--- src/rtl/clint_pkg.sv ---
// Shared definitions for the multi-hart CLINT: register offsets, access FSM
// states and the byte-lane merge used for the 64-bit timer registers.
package clint_pkg;

  localparam logic [31:0] MSIP_OFF     = 32'h0000_0000;
  localparam logic [31:0] MTIMECMP_OFF = 32'h0000_4000;
  localparam logic [31:0] MTIME_OFF    = 32'h0000_BFF8;

  typedef enum logic {
    ST_IDLE = 1'b0,
    ST_RESP = 1'b1
  } state_t;

  // Merge a 32-bit bus write into the low or high half of a 64-bit register.
  function automatic logic [63:0] half_write(input logic [63:0] old, input logic hi,
                                             input logic [31:0] wd, input logic [3:0] mask);
    logic [63:0] res;
    res = old;
    for (int b = 0; b < 4; b++) begin
      if (mask[b]) res[(hi ? 32 : 0) + 8 * b +: 8] = wd[8 * b +: 8];
    end
    return res;
  endfunction

endpackage

--- src/rtl/clint_prescaler.sv ---
// mtime prescaler: emits a one-cycle tick every div cycles (every cycle when
// div is 0 or 1); a reduced div takes effect at the very next comparison.
module clint_prescaler
#(
  parameter int DIV_W = 16
) (
  input  logic             clk,
  input  logic             resetn,
  input  logic [DIV_W-1:0] div,
  output logic             tick
);

  logic [DIV_W+1:0] r_count;
  logic [DIV_W+1:0] w_limit;

  assign w_limit = (div == '0) ? '0 : (DIV_W + 2)'(div) - (DIV_W + 2)'(1);
  assign tick    = (r_count >= w_limit);

  always_ff @(posedge clk or negedge resetn) begin
    if (!resetn) r_count <= '0;
    else if (tick) r_count <= '0;
    else r_count <= r_count + (DIV_W + 2)'(1);
  end

endmodule

--- src/rtl/clint_multihart.sv ---
// Core-local interruptor for NHARTS harts: msip and mtimecmp per hart plus a
// shared prescaled mtime, behind a simple valid/ready register port.
module clint_multihart
  import clint_pkg::*;
#(
  parameter int          NHARTS  = 2,
  parameter int          MTIME_W = 64,
  parameter int          DIV_W   = 16,
  parameter logic [31:0] BASE    = 32'h1100_0000
) (
  input  logic              clk,
  input  logic              resetn,
  input  logic              valid,
  input  logic [31:0]       addr,
  input  logic [3:0]        wmask,
  input  logic [31:0]       wdata,
  input  logic [DIV_W-1:0]  div,
  output logic [31:0]       rdata,
  output logic              is_valid,
  output logic              ready,
  output logic [NHARTS-1:0] msip_irq,
  output logic [NHARTS-1:0] mtip_irq,
  output state_t            dbg_state
);

  localparam int HW = (NHARTS > 1) ? $clog2(NHARTS) : 1;

  // Handshake: a request is taken in IDLE when valid hits a decoded register;
  // ready pulses for exactly one cycle after, and RESP ignores valid entirely.
  logic [31:0]        w_msip_off, w_cmp_off, w_off, w_rd;
  logic               w_sel_msip, w_sel_cmp, w_sel_mtime, w_hi, w_acc, w_wr, w_tick;
  logic [HW-1:0]      w_msip_hart, w_cmp_hart;
  logic [MTIME_W-1:0] w_cmp [NHARTS];
  logic [NHARTS-1:0]  w_msip;
  logic [63:0]        w_cmp64, w_mtime64;

  state_t             r_state;
  logic               r_ready;
  logic [31:0]        r_rdata;
  logic [MTIME_W-1:0] r_mtime;

  assign w_off       = addr - BASE;
  assign w_msip_off  = w_off - MSIP_OFF;
  assign w_cmp_off   = w_off - MTIMECMP_OFF;
  assign w_sel_msip  = (w_msip_off < 32'(4 * NHARTS)) && (w_off[1:0] == 2'b00);
  assign w_sel_cmp   = (w_cmp_off < 32'(8 * NHARTS)) && (w_off[1:0] == 2'b00);
  assign w_sel_mtime = (w_off == MTIME_OFF) || (w_off == MTIME_OFF + 32'd4);
  assign w_msip_hart = HW'(w_msip_off >> 2);
  assign w_cmp_hart  = HW'(w_cmp_off >> 3);
  assign w_hi        = w_off[2];

  assign is_valid = valid && (w_sel_msip || w_sel_cmp || w_sel_mtime);
  assign w_acc    = (r_state == ST_IDLE) && is_valid;
  assign w_wr     = w_acc && (wmask != 4'b0000);

  clint_prescaler #(.DIV_W(DIV_W)) u_prescaler (
    .clk    (clk),
    .resetn (resetn),
    .div    (div),
    .tick   (w_tick)
  );

  for (genvar h = 0; h < NHARTS; h++) begin : g_hart
    logic               r_msip, r_mtip;
    logic [MTIME_W-1:0] r_cmp;
    logic               w_hit_msip, w_hit_cmp;

    assign w_hit_msip = w_wr && w_sel_msip && (w_msip_hart == HW'(h));
    assign w_hit_cmp  = w_wr && w_sel_cmp && (w_cmp_hart == HW'(h));

    always_ff @(posedge clk or negedge resetn) begin
      if (!resetn) begin
        r_msip <= 1'b0;
        r_cmp  <= '1;
        r_mtip <= 1'b0;
      end else begin
        r_mtip <= (r_mtime >= r_cmp);
        if (w_hit_msip && wmask[0]) r_msip <= wdata[0];
        if (w_hit_cmp) r_cmp <= MTIME_W'(half_write(64'(r_cmp), w_hi, wdata, wmask));
      end
    end

    assign w_cmp[h]    = r_cmp;
    assign w_msip[h]   = r_msip;
    assign mtip_irq[h] = r_mtip;
  end

  assign msip_irq  = w_msip;
  assign w_cmp64   = 64'(w_cmp[w_cmp_hart]);
  assign w_mtime64 = 64'(r_mtime);

  always_comb begin
    w_rd = '0;
    if (w_sel_msip)       w_rd = {31'b0, w_msip[w_msip_hart]};
    else if (w_sel_cmp)   w_rd = w_hi ? w_cmp64[63:32] : w_cmp64[31:0];
    else if (w_sel_mtime) w_rd = w_hi ? w_mtime64[63:32] : w_mtime64[31:0];
  end

  // A software write to mtime takes priority over the prescaler increment.
  always_ff @(posedge clk or negedge resetn) begin
    if (!resetn) r_mtime <= '0;
    else if (w_wr && w_sel_mtime) r_mtime <= MTIME_W'(half_write(w_mtime64, w_hi, wdata, wmask));
    else if (w_tick) r_mtime <= r_mtime + MTIME_W'(1);
  end

  always_ff @(posedge clk or negedge resetn) begin
    if (!resetn) begin
      r_state <= ST_IDLE;
      r_ready <= 1'b0;
      r_rdata <= '0;
    end else begin
      case (r_state)
        ST_IDLE: begin
          if (is_valid) begin
            r_state <= ST_RESP;
            r_ready <= 1'b1;
            r_rdata <= (wmask == 4'b0000) ? w_rd : '0;
          end else begin
            r_ready <= 1'b0;
          end
        end
        ST_RESP: begin
          r_state <= ST_IDLE;
          r_ready <= 1'b0;
        end
      endcase
    end
  end

  assign rdata     = r_rdata;
  assign ready     = r_ready;
  assign dbg_state = r_state;

endmodule

--- config.mk ---
export PLATFORM = sky130hd
export DESIGN_NAME = clint_multihart
export DESIGN_NICKNAME = d
export VERILOG_FILES = /design/src/rtl/clint_pkg.sv /design/src/rtl/clint_prescaler.sv /design/src/rtl/clint_multihart.sv
export SDC_FILE = /design/constraint.sdc
export NUM_CORES = 1
export LEC_CHECK = 0
export ABC_AREA = 1
export CAP_MARGIN = 20
export CORE_UTILIZATION = 55
export DETAILED_ROUTE_END_ITERATION = 12
export HOLD_SLACK_MARGIN = 0.15
export PLACE_DENSITY_LB_ADDON = 0.12
export SYNTH_ARGS = -nofsm -noshare
export SYNTH_HDL_FRONTEND = slang
export SYNTH_SLANG_ARGS = --single-unit
--- constraint.sdc ---
create_clock -name clk -period 3.1 [get_ports clk]
set_input_delay 0.775 -clock clk [delete_from_list [all_inputs] [get_ports clk]]
set_output_delay 0.775 -clock clk [all_outputs]
set_load 0.01 [all_outputs]
==> flow_metrics.env <==
export IMPL_status="finished, violations left"
export IMPL_violations="negative setup slack"
export IMPL_required_ns=3.60
export IMPL_initial_core_util_pct=56.2
export IMPL_worst_slack_ns=-0.277
export IMPL_finalClockSkew_ns=0.0169
export IMPL_preCtsSetupSlack_ns=-1.20
export IMPL_clockBufferDepth=3
export IMPL_cp_startpoint="div[2]"
export IMPL_slowest_delay_ns=0.21
export IMPL_grt_pass1_wl_mm=113
export IMPL_vdd_ir_drop_max_mv=0.496
export IMPL_cp_cell_sequence="clkdlybuf4s15_2, inv_2, nand2_4, nor3_4, inv_2, nor2_4, nand4_1, buf_6, nand2_2, ha_4, nand4_1, a21oi_2, o21ai_1, nand2_1, nand2_2, a21oi_2, nor2_2, o21ai_2, inv_2, nand2_8, buf_12, buf_8, nand3_1, nand2_1"
export IMPL_insertion_delay_ns=0.58
export IMPL_design_power_total_mw=8.70
export IMPL_hold_viol=0
export IMPL_grt_pass1_vias=20800
export IMPL_final_max_slew_viol_count=0
export IMPL_fp_dieArea_um2=36100
export IMPL_route_detailed_drc=0
export IMPL_fillers=2718
export IMPL_num_rows=68
export IMPL_synth_edf_count=0
export IMPL_worst_pin_slew_ns=0.768
export IMPL_reg2reg_depth=13
export IMPL_drt_initial_drc_count=2425
export IMPL_period_share_pct=109
export IMPL_regToRegSetupSlack_ns=0.36
export IMPL_nets=3472
export IMPL_drive_gt1_share_pct=21.9
export IMPL_yosys_area_top_type="nand2_1"
export IMPL_critPathSlowestCell="buf_6"
export IMPL_via_per_inst=5.96
export IMPL_crit_fanout=7
export IMPL_p_sw_share_pct=29.6
export IMPL_synth_main_ff_cell="dfstp_2"
export IMPL_routabilityCongestion=1.05
export IMPL_numCtsBuffers=29
export IMPL_async_flop_share_pct=100
export IMPL_diodes=0
export IMPL_grt_use_total_pct=40.4
export IMPL_rr_endpoint="r_mtime[50]$_DFFE_PN0P_"
export IMPL_syn_area_um2=19400
export IMPL_antenna_found_initial=0
export IMPL_relSlewSlack_pct=48.4
export IMPL_leakagePower_nw=12.2
export IMPL_core_um2=34600
export IMPL_synth_top_cells_by_count="nand2_1, inv_1, nand3_1"
export IMPL_synth_cell_type_count=50
export IMPL_pwr_share_seq_pct=39.2
export IMPL_max_cap_viol_count=0
export IMPL_drt_total_wl_mm=77.0
export IMPL_die_w_um=190
export IMPL_hp_class="in -> async"
export IMPL_multiInputGateArea_um2=12500
export IMPL_post_route_min_period_ns=3.38
export IMPL_rsz0062_at_grt="true"
export IMPL_start_kind="input pin"
export IMPL_power_switching_mw=2.58
export IMPL_synth_area_leaders="nand2_1, dfstp_2, dfrtp_1, ha_1, inv_1"
export IMPL_first_pass_iters=7
export IMPL_r2r_start="r_mtime[6]$_DFFE_PN0P_"
export IMPL_netlist_area_leader_share_pct=19.1
export IMPL_synth_warnings=0
export IMPL_htreeDepth=1
export IMPL_p_int_mw=6.13
export IMPL_fmax_ghz=0.296
export IMPL_yosys_cell_count_top_type="nand2_1"
export IMPL_clock_power_share_pct=41.0
export IMPL_detail_route_antenna_nets=0
export IMPL_setup_viol=69
export IMPL_grt_max_degree=115
export IMPL_p_comb_share_pct=19.8
export IMPL_area_growth_syn_to_layout_pct=30.8
export IMPL_io_buffer_count=125
export IMPL_ctsHoldBuffers=0
export IMPL_ios=126
export IMPL_yosysSeqAreaShare_pct=32.6
export IMPL_grt_remaining_overflow=0
export IMPL_synth_avg_cell_area_um2=6.75
export IMPL_cpMostUsedCell="inv_2"
export IMPL_dr_total_vias=22100
export IMPL_place_hpwl_mm=55.3
export IMPL_power_density_nw_per_um2=342
export IMPL_path_class="in -> reg"
export IMPL_clockRootBuffer="clkbuf_16"
export IMPL_cts_tree="built"
export IMPL_arrival_ns=3.88
export IMPL_seq_area_um2=6340
export IMPL_endpoint_kind="flop"
export IMPL_die_h_um=190
export IMPL_syn_inst=2882
export IMPL_drt_wirelength_per_cell_um=20.7
export IMPL_cts_sink_count=247
export IMPL_clkSlewWorstSetupHoldPaths_ns=0.06
export IMPL_synth_seq_cells=247
[final cells by class]
| type | instances | share of cell area [%] |
|---|---|---|
| clock buffer | 46 | 3.63 |
| clock inverter | 8 | 0.270 |
| inverter | 324 | 4.88 |
| multi-input combinational | 2210 | 49.0 |
| sequential | 247 | 24.9 |
| tap | 455 | 2.24 |
| timing repair buffer | 422 | 15.1 |
[worst max-delay path, delay by kind of cell]
family                     cells  cell delay, ns
and+or+nand+nor               12            1.32
adders and majority gates      1            0.15
buffers and inverters          7            1.00
AOI/OAI and AO/OA              4            0.62
[repair_timing]
| item | 4_1_cts | 5_1_grt |
|---|---|---|
| endpoints found under the setup margin | 87 | 229 |
| setup buffers | 37 | 17 |
| gates resized for setup | 186 | 173 |
| cloned | 2 | 2 |
| pin swaps | 85 | 72 |
| endpoints found under the hold margin | 0 | 0 |
[stage by stage]
| stage | area (um2) | setup TNS, ns | std cells | utilization [%] | hold slack, ns |
|---|---|---|---|---|---|
| finish | 25400 | -15.63 | 3712 | 73.5 | 0.171 |
| global route | 25400 | -29.10 | 3712 | 73.5 | 0.217 |
| CTS | 24700 | 0 | 3697 | 71.4 | 0.181 |
| detailed placement | 23100 | -170.61 | 3604 | 66.7 | 0.454 |
| global placement | 23100 | -152.38 | 3604 | 66.7 | 0.451 |
| floorplan | 19700 | -25.71 | 2883 | - | 0.443 |
[registers in the layout (all words and copies together) (netlist names)]
register	flops
g_hart.r_msip	2
g_hart.r_cmp	128
g_hart.r_mtip	2
u_prescaler.r_count	18
ready	1
r_mtime	64
rdata	32
[layout by cell type (no fill, tap or decap), types with 11 or more instances in the layout]
cell and count:
clkdlybuf4s50_1 82, nor2_4 16, nand3_2 16, o21ai_0 177, dfrtp_1 119, dlygate4sd2_1 19
o31ai_1 25, nor2_1 169, nand2_4 27, clkbuf_16 35, nand3_1 184, ha_1 140
nor4_1 14, nor2_2 22, ha_4 11, inv_1 301, inv_2 14, dfstp_2 128
a21oi_1 156, xnor2_1 14, buf_6 16, xor2_1 56, nor3_1 51, nand2_2 49
buf_4 254, nand2_1 918, buf_12 21, nand4_1 50
[per-layer routing]
metal  wire (um)  vias up  track usage, %
met3        7450      300            5.70
met1       30500    10400            54.2
li1            -    10100               -
met4        4340        0            16.8
met2       34700     1303            65.1
met5           0        -               0
[power by group through the flow]
stage                     clock network [mW]  registers, mW  logic (mW)
after floorplan                            0           3.43       0.755
after global placement                     0           3.44        1.37
after detailed placement                   0           3.45        1.42
after CTS                               3.58           3.40        1.51
after global routing                    3.69           3.42        1.84
final                                   3.57           3.41        1.72
[worst max-delay path by stage]
stage,endpoint,slack [ns]
CTS,r_mtime[40]$_DFFE_PN0P_,0.0005
finish,r_mtime[50]$_DFFE_PN0P_,-0.28
global placement,r_mtime[9]$_DFFE_PN0P_,-1.09
global route,r_mtime[20]$_DFFE_PN0P_,-0.43
floorplan,r_mtime[34]$_DFFE_PN0P_,-0.40
detailed placement,r_mtime[14]$_DFFE_PN0P_,-1.20
[logic make-up (layout without fill, tap and decap cells)]
logic type	after synthesis	in the layout	share of synthesized area (%)
flip-flops	247	247	32.6
buffers and inverters	426	800	8.69
adder cells (fa/ha/maj)	151	151	9.71
XOR/XNOR	73	73	3.29
AO/OA/AOI/OAI	427	427	12.1
other	1	2	0.0193
AND/OR/NAND/NOR	1557	1557	33.6
Power figures use the tool's default switching activity.
